--- src/rtl/ortho_ray_gen.sv ---
// ortho_ray_gen: orthographic camera ray generator.
// Walks the screen in raster order and emits one ray per pixel over a
// valid/ready handshake. Ray origins start at a latched base point and are
// stepped in x and y by a fixed-point pitch. The direction is always (0,0,1.0).
// Optional build macro: ORTHO_RAY_GEN_FLIP_Y_EN. When defined, each row wrap
// subtracts the pitch from origin y, so screen y grows downward in world space.

package fixed_point;
   localparam int WIDTH     = 32;
   localparam int FRAC_BITS = 16;

   typedef logic signed [WIDTH-1:0] fixed_point_t;

   localparam fixed_point_t ONE = fixed_point_t'(1) <<< FRAC_BITS;

   // Wraparound add; overflow is reported separately.
   function automatic fixed_point_t fixed_point_add(input fixed_point_t a, input fixed_point_t b);
      return a + b;
   endfunction

   // Signed overflow: operands share a sign and the result sign differs.
   function automatic logic fixed_point_add_ovf(input fixed_point_t a, input fixed_point_t b);
      fixed_point_t s;
      s = a + b;
      return (a[WIDTH-1] == b[WIDTH-1]) && (s[WIDTH-1] != a[WIDTH-1]);
   endfunction

   // Wraparound subtract; overflow is reported separately.
   function automatic fixed_point_t fixed_point_sub(input fixed_point_t a, input fixed_point_t b);
      return a - b;
   endfunction

   // Signed overflow: operand signs differ and the result sign differs from a.
   function automatic logic fixed_point_sub_ovf(input fixed_point_t a, input fixed_point_t b);
      fixed_point_t s;
      s = a - b;
      return (a[WIDTH-1] != b[WIDTH-1]) && (s[WIDTH-1] != a[WIDTH-1]);
   endfunction
endpackage

package vector;
   typedef struct packed {
      fixed_point::fixed_point_t x;
      fixed_point::fixed_point_t y;
      fixed_point::fixed_point_t z;
   } vector_t;
endpackage

// Handshake: a ray transfers on any rising edge where ray_valid && ray_ready.
// While ray_valid is high and ray_ready is low, every ray output holds stable.
// ray_valid never drops without a transfer except on reset.
module ortho_ray_gen #(
   parameter int H_RES = 640,
   parameter int V_RES = 480
) (
   input  logic                         clk,
   input  logic                         rst_n,
   input  logic                         start,
   input  vector::vector_t              origin_base,
   input  fixed_point::fixed_point_t    step,
   output logic                         ray_valid,
   input  logic                         ray_ready,
   output vector::vector_t              view_origin,
   output vector::vector_t              view_direction,
   output logic [$clog2(H_RES)-1:0]     pixel_x,
   output logic [$clog2(V_RES)-1:0]     pixel_y,
   output logic                         ray_last,
   output logic                         busy,
   output logic                         done,
   output logic                         overflow,
   output logic [1:0]                   state_dbg
);

   localparam int XW = $clog2(H_RES);
   localparam int YW = $clog2(V_RES);

   localparam logic [XW-1:0] X_LAST = XW'(H_RES - 1);
   localparam logic [YW-1:0] Y_LAST = YW'(V_RES - 1);
   localparam logic [XW-1:0] X_ONE  = XW'(1);
   localparam logic [YW-1:0] Y_ONE  = YW'(1);

   localparam logic [1:0] ST_IDLE = 2'd0;
   localparam logic [1:0] ST_EMIT = 2'd1;
   localparam logic [1:0] ST_DONE = 2'd2;

   logic [1:0]                state;
   fixed_point::fixed_point_t base_x_q;
   fixed_point::fixed_point_t step_q;

   fixed_point::fixed_point_t x_next;
   fixed_point::fixed_point_t y_next;
   logic                      x_ovf;
   logic                      y_ovf;
   logic                      xfer;
   logic                      at_row_end;

   // Status outputs decode straight from state so they clear with reset.
   assign ray_valid  = (state == ST_EMIT);
   assign busy       = (state == ST_EMIT);
   assign done       = (state == ST_DONE);
   assign state_dbg  = state;
   assign ray_last   = ray_valid && (pixel_x == X_LAST) && (pixel_y == Y_LAST);
   assign xfer       = ray_valid && ray_ready;
   assign at_row_end = (pixel_x == X_LAST);

   assign view_direction = '{x: '0, y: '0, z: fixed_point::ONE};

   // Candidate origin updates and their overflow flags for the next advance.
   always_comb begin
      x_next = fixed_point::fixed_point_add(view_origin.x, step_q);
      x_ovf  = fixed_point::fixed_point_add_ovf(view_origin.x, step_q);
`ifdef ORTHO_RAY_GEN_FLIP_Y_EN
      y_next = fixed_point::fixed_point_sub(view_origin.y, step_q);
      y_ovf  = fixed_point::fixed_point_sub_ovf(view_origin.y, step_q);
`else
      y_next = fixed_point::fixed_point_add(view_origin.y, step_q);
      y_ovf  = fixed_point::fixed_point_add_ovf(view_origin.y, step_q);
`endif
   end

   // Frame FSM plus raster counters and origin stepping.
   always_ff @(posedge clk or negedge rst_n) begin
      if (!rst_n) begin
         state       <= ST_IDLE;
         base_x_q    <= '0;
         step_q      <= '0;
         view_origin <= '0;
         pixel_x     <= '0;
         pixel_y     <= '0;
         overflow    <= 1'b0;
      end else begin
         case (state)
            ST_IDLE: begin
               if (start) begin
                  base_x_q    <= origin_base.x;
                  step_q      <= step;
                  view_origin <= origin_base;
                  pixel_x     <= '0;
                  pixel_y     <= '0;
                  overflow    <= 1'b0;
                  state       <= ST_EMIT;
               end
            end
            ST_EMIT: begin
               if (xfer) begin
                  if (ray_last) begin
                     // Final ray: counters stay put, the frame closes.
                     state <= ST_DONE;
                  end else if (!at_row_end) begin
                     pixel_x       <= pixel_x + X_ONE;
                     view_origin.x <= x_next;
                     if (x_ovf) overflow <= 1'b1;
                  end else begin
                     // Row wrap: x reloads from the latched base, y steps.
                     pixel_x       <= '0;
                     pixel_y       <= pixel_y + Y_ONE;
                     view_origin.x <= base_x_q;
                     view_origin.y <= y_next;
                     if (y_ovf) overflow <= 1'b1;
                  end
               end
            end
            ST_DONE: begin
               state <= ST_IDLE;
            end
            default: begin
               state <= ST_IDLE;
            end
         endcase
      end
   end

endmodule
--- config.mk ---
export PLATFORM = sky130hd
export DESIGN_NAME = ortho_ray_gen
export DESIGN_NICKNAME = d
export VERILOG_FILES = /design/src/rtl/ortho_ray_gen.sv
export SDC_FILE = /design/constraint.sdc
export NUM_CORES = 1
export LEC_CHECK = 0
export CAP_MARGIN = 20
export CORE_MARGIN = 4
export CORE_UTILIZATION = 55
export CTS_CLUSTER_DIAMETER = 150
export DETAILED_ROUTE_END_ITERATION = 7
export DONT_BUFFER_PORTS = 1
export PLACE_DENSITY_LB_ADDON = 0.12
export SLEW_MARGIN = 0
export SYNTH_ARGS = -nofsm -noshare
export SYNTH_HDL_FRONTEND = slang
export SYNTH_SLANG_ARGS = --single-unit
--- constraint.sdc ---
create_clock -name clk -period 3.99 [get_ports clk]
set_input_delay 0.798 -clock clk [delete_from_list [all_inputs] [get_ports clk]]
set_output_delay 0.798 -clock clk [all_outputs]
set_load 0.03 [all_outputs]
==> results.yml <==
synthesis:
  synth_top_area_frac: 0.386
  synth_top_area_cell: "dfrtp_1"
  yosysSeqAreaShare: 0.386
  avgSynthCellArea_um2: 9.57
  synth_area_um2: 11800
  yosys_warnings: 0
  ys_types: 71
  synthArstFlopShare: 1.00
  synth_edf_count: 0
  synth_ff_type: "dfrtp_1"
  ys_ff_latch: 182
  netlist_top_cells_area: "dfrtp_1 (39%), mux2_2 (9.1%), ha_1 (6.8%), buf_4 (6.2%), o21ai_0 (3.6%)"
  synthCells: 1234
sta:
  slew_viol_final: 0
  fin_crit_sh: 0.855
  max_freq_mhz: 293
  worst_slew_pin_slew_ps: 823
  finalHoldViolCount: 0
  maxSlewHeadroom: 0.451
  layout_min_cycle_time_ps: 3410
  clock_skew_ps: 16.3
  setup_viol: 0
  rsz0062_at_grt: "no"
  tns_ps: 0
worst_setup_path:
  critPathSlowestCell: "dfrtp_1"
  arrival_ps: 2610
  rr_worst_depth: 11
  endpoint_kind: "output pin"
  cp_top_family: "simple AND/OR/NAND/NOR gates"
  crit_top_cell: "and3_1"
  crit_path_cell_trace: "ha_1, and3_1, and3_1, nand4_4, nor3_1, buf_4"
  reg2reg_setup_slack_ps: 610
  crit_fanout: 18
  cpPeakStageDelay_ps: 600
  worst-path-buf-inv: 1
  critical_path.startpoint: "pixel_x[0]$_DFFE_PN0P_"
  r2r-end: "view_origin[56]$_DFFE_PN0P_"
  crit_type: "reg -> out"
  start_kind: "flip-flop"
  required_ps: 3190
  r2r_start: "view_origin[32]$_DFFE_PN0P_"
worst_hold_path:
  hp-class: "in -> async"
floorplanning:
  io_pins: 350
  start_util: 0.560
  die_w_um: 155
  fp.dieH_um: 155
  coreArea_um2: 21100
  row_count: 53
  die_area_um2: 23900
clocking:
  path_clk_slew_ps: 80
  postCtsSetupRepairBufs: 0
  h-tree-depth: 4
  cts_root_buf: "clkbuf_16"
  clk_latency_ps: 450
  cts_resized: 0
  cts_sinks: 182
  cts_buffers: 17
  cts_tree: "built"
  cts_buffer_depth: 2
  ctsHoldBuffers: 0
placed_design:
  place_congestion: 0.934
  portBuffers: 0
  place_inst: 1462
  dpl_cell_area_um2: 11700
  dp_hpwl_um: 24000
power:
  p_leak_nw: 5.39
  peakVddDrop_mv: 0.444
  power_w: 0.0132
  p_per_area_nw_per_um2: 1070
detailed_routing:
  wl_per_cell_um: 21.7
  vias: 9165
  first_pass_iters: 7
  drt-vias-per-instance: 6.12
  ant_nets: 0
  drcViolationCount: 0
  wirelength_um: 32500
  drt-initial-drc-count: 694
global_route:
  antenna_found_initial: 2
  grt_pass1_vias: 8820
  grt_pass1_wl_um: 50600
  groute.usage.overall: 0.268
  overflow: 0
  grt_start_max_net_pins: 183
finish:
  fin_util: 0.585
  fin_cells: 1497
  stdcell_area_um2: 12300
  drive_gt1_frac: 0.141
  nNetsFinal: 1404
  syn_to_final_growth_pct: 4.36
job:
  maxCapViolations: 0
run_status:
  status: "finished clean"
-- state kept, by name, indices dropped and copies added (netlist names) --
| register | count |
|---|---|
| view_origin | 96 |
| base_x_q | 32 |
| step_q | 32 |
| pixel_x | 10 |
| pixel_y | 9 |
| state_dbg | 2 |
| overflow | 1 |
-- through the flow --
stage	hold WS (ps)	setup slack [ps]
after detailed placement	495	679
after floorplan	480	852
after CTS	27.1	539
after global placement	489	739
final	42.3	577
after global routing	19.7	308
-- worst max path at each step --
stage,cells after the start,end
after global routing,10,view_origin[91]$_DFFE_PN0P_
after floorplan,7,ray_last
after CTS,6,ray_last
after detailed placement,10,view_origin[86]$_DFFE_PN0P_
final,6,ray_last
after global placement,11,view_origin[56]$_DFFE_PN0P_
-- worst reg2reg max path, stage by stage (launching register included) --
cell	delay, ps
dfrtp_1	520
ha_1	320
fa_1	430
a211oi_1	270
o21ai_2	120
o21ai_2	190
nand4b_1	150
a221o_1	360
a21oi_1	320
o21bai_1	140
xnor2_1	140
a221o_1	310
-- metal layers --
| metal | up-vias | global-route usage | wire length (um) |
|---|---|---|---|
| met5 | - | 0 | 0 |
| met4 | 0 | 0.0934 | 995 |
| met1 | 4420 | 0.365 | 13800 |
| li1 | 4271 | - | - |
| met2 | 410 | 0.418 | 15000 |
| met3 | 64 | 0.0686 | 2720 |
-- area by class of cell --
cell class / count / area, um^2
antenna: 3 / 7.51
clock buffer: 17 / 425
clock inverter: 15 / 200
fill: 1857 / 8760
inverter: 19 / 71.3
multi-input combinational: 971 / 6590
sequential: 182 / 4550
tap: 275 / 344
timing repair buffer: 15 / 138
-- cells in the mapped netlist (all sizes together), types with 4 or more instances --
library cell / count
mux2: 95
a222oi: 17
o211ai: 9
o31ai: 4
or2: 4
nor2: 98
dfrtp: 182
a211oi: 17
a221oi: 22
nand4: 17
a221o: 6
nor3: 17
and3: 13
xor2: 27
nand2: 94
nor2b: 7
or3: 7
a21o: 27
a21oi: 79
and2: 5
nand2b: 8
nand4b: 4
ha: 64
buf: 112
inv: 19
o21a: 10
o21bai: 7
a31oi: 22
o21ai: 93
nand3: 31
xnor2: 34
clkbuf: 44
-- cell families after synthesis --
group / after synthesis / synth area share
buf+inv: 175 / 0.0878
other cells: 2 / 0.000636
simple gates: 312 / 0.125
flops: 182 / 0.386
fa+ha+maj: 66 / 0.0712
mux: 97 / 0.0922
compound gates: 339 / 0.193
xor+xnor: 61 / 0.0452
-- where the power goes --
group,switching [W],total (W),internal [W]
logic,0.00384,0.00686,0.00302
clock network,0.000886,0.00175,0.000861
registers,0.00197,0.00464,0.00267
-- cells in the final DEF (no fill, tap or decap), types with 8 or more instances in the layout --
cell type    n
a31oi_1     22
o21ai_0     83
nor3_1      14
mux2_2      95
a211oi_1    16
ha_1        64
xor2_1      27
a222oi_1    17
nand2_1     93
nand3_1     31
o211ai_1     8
and3_1      13
inv_1       18
buf_4       13
xnor2_1     34
a21o_1      27
dfrtp_1    182
clkbuf_16   17
a221oi_1    20
a21oi_1     78
nor2_1      96
conb_1      96
nand4_1     16
o21a_1      10
Note: power is estimated with default switching activity, not from simulation.
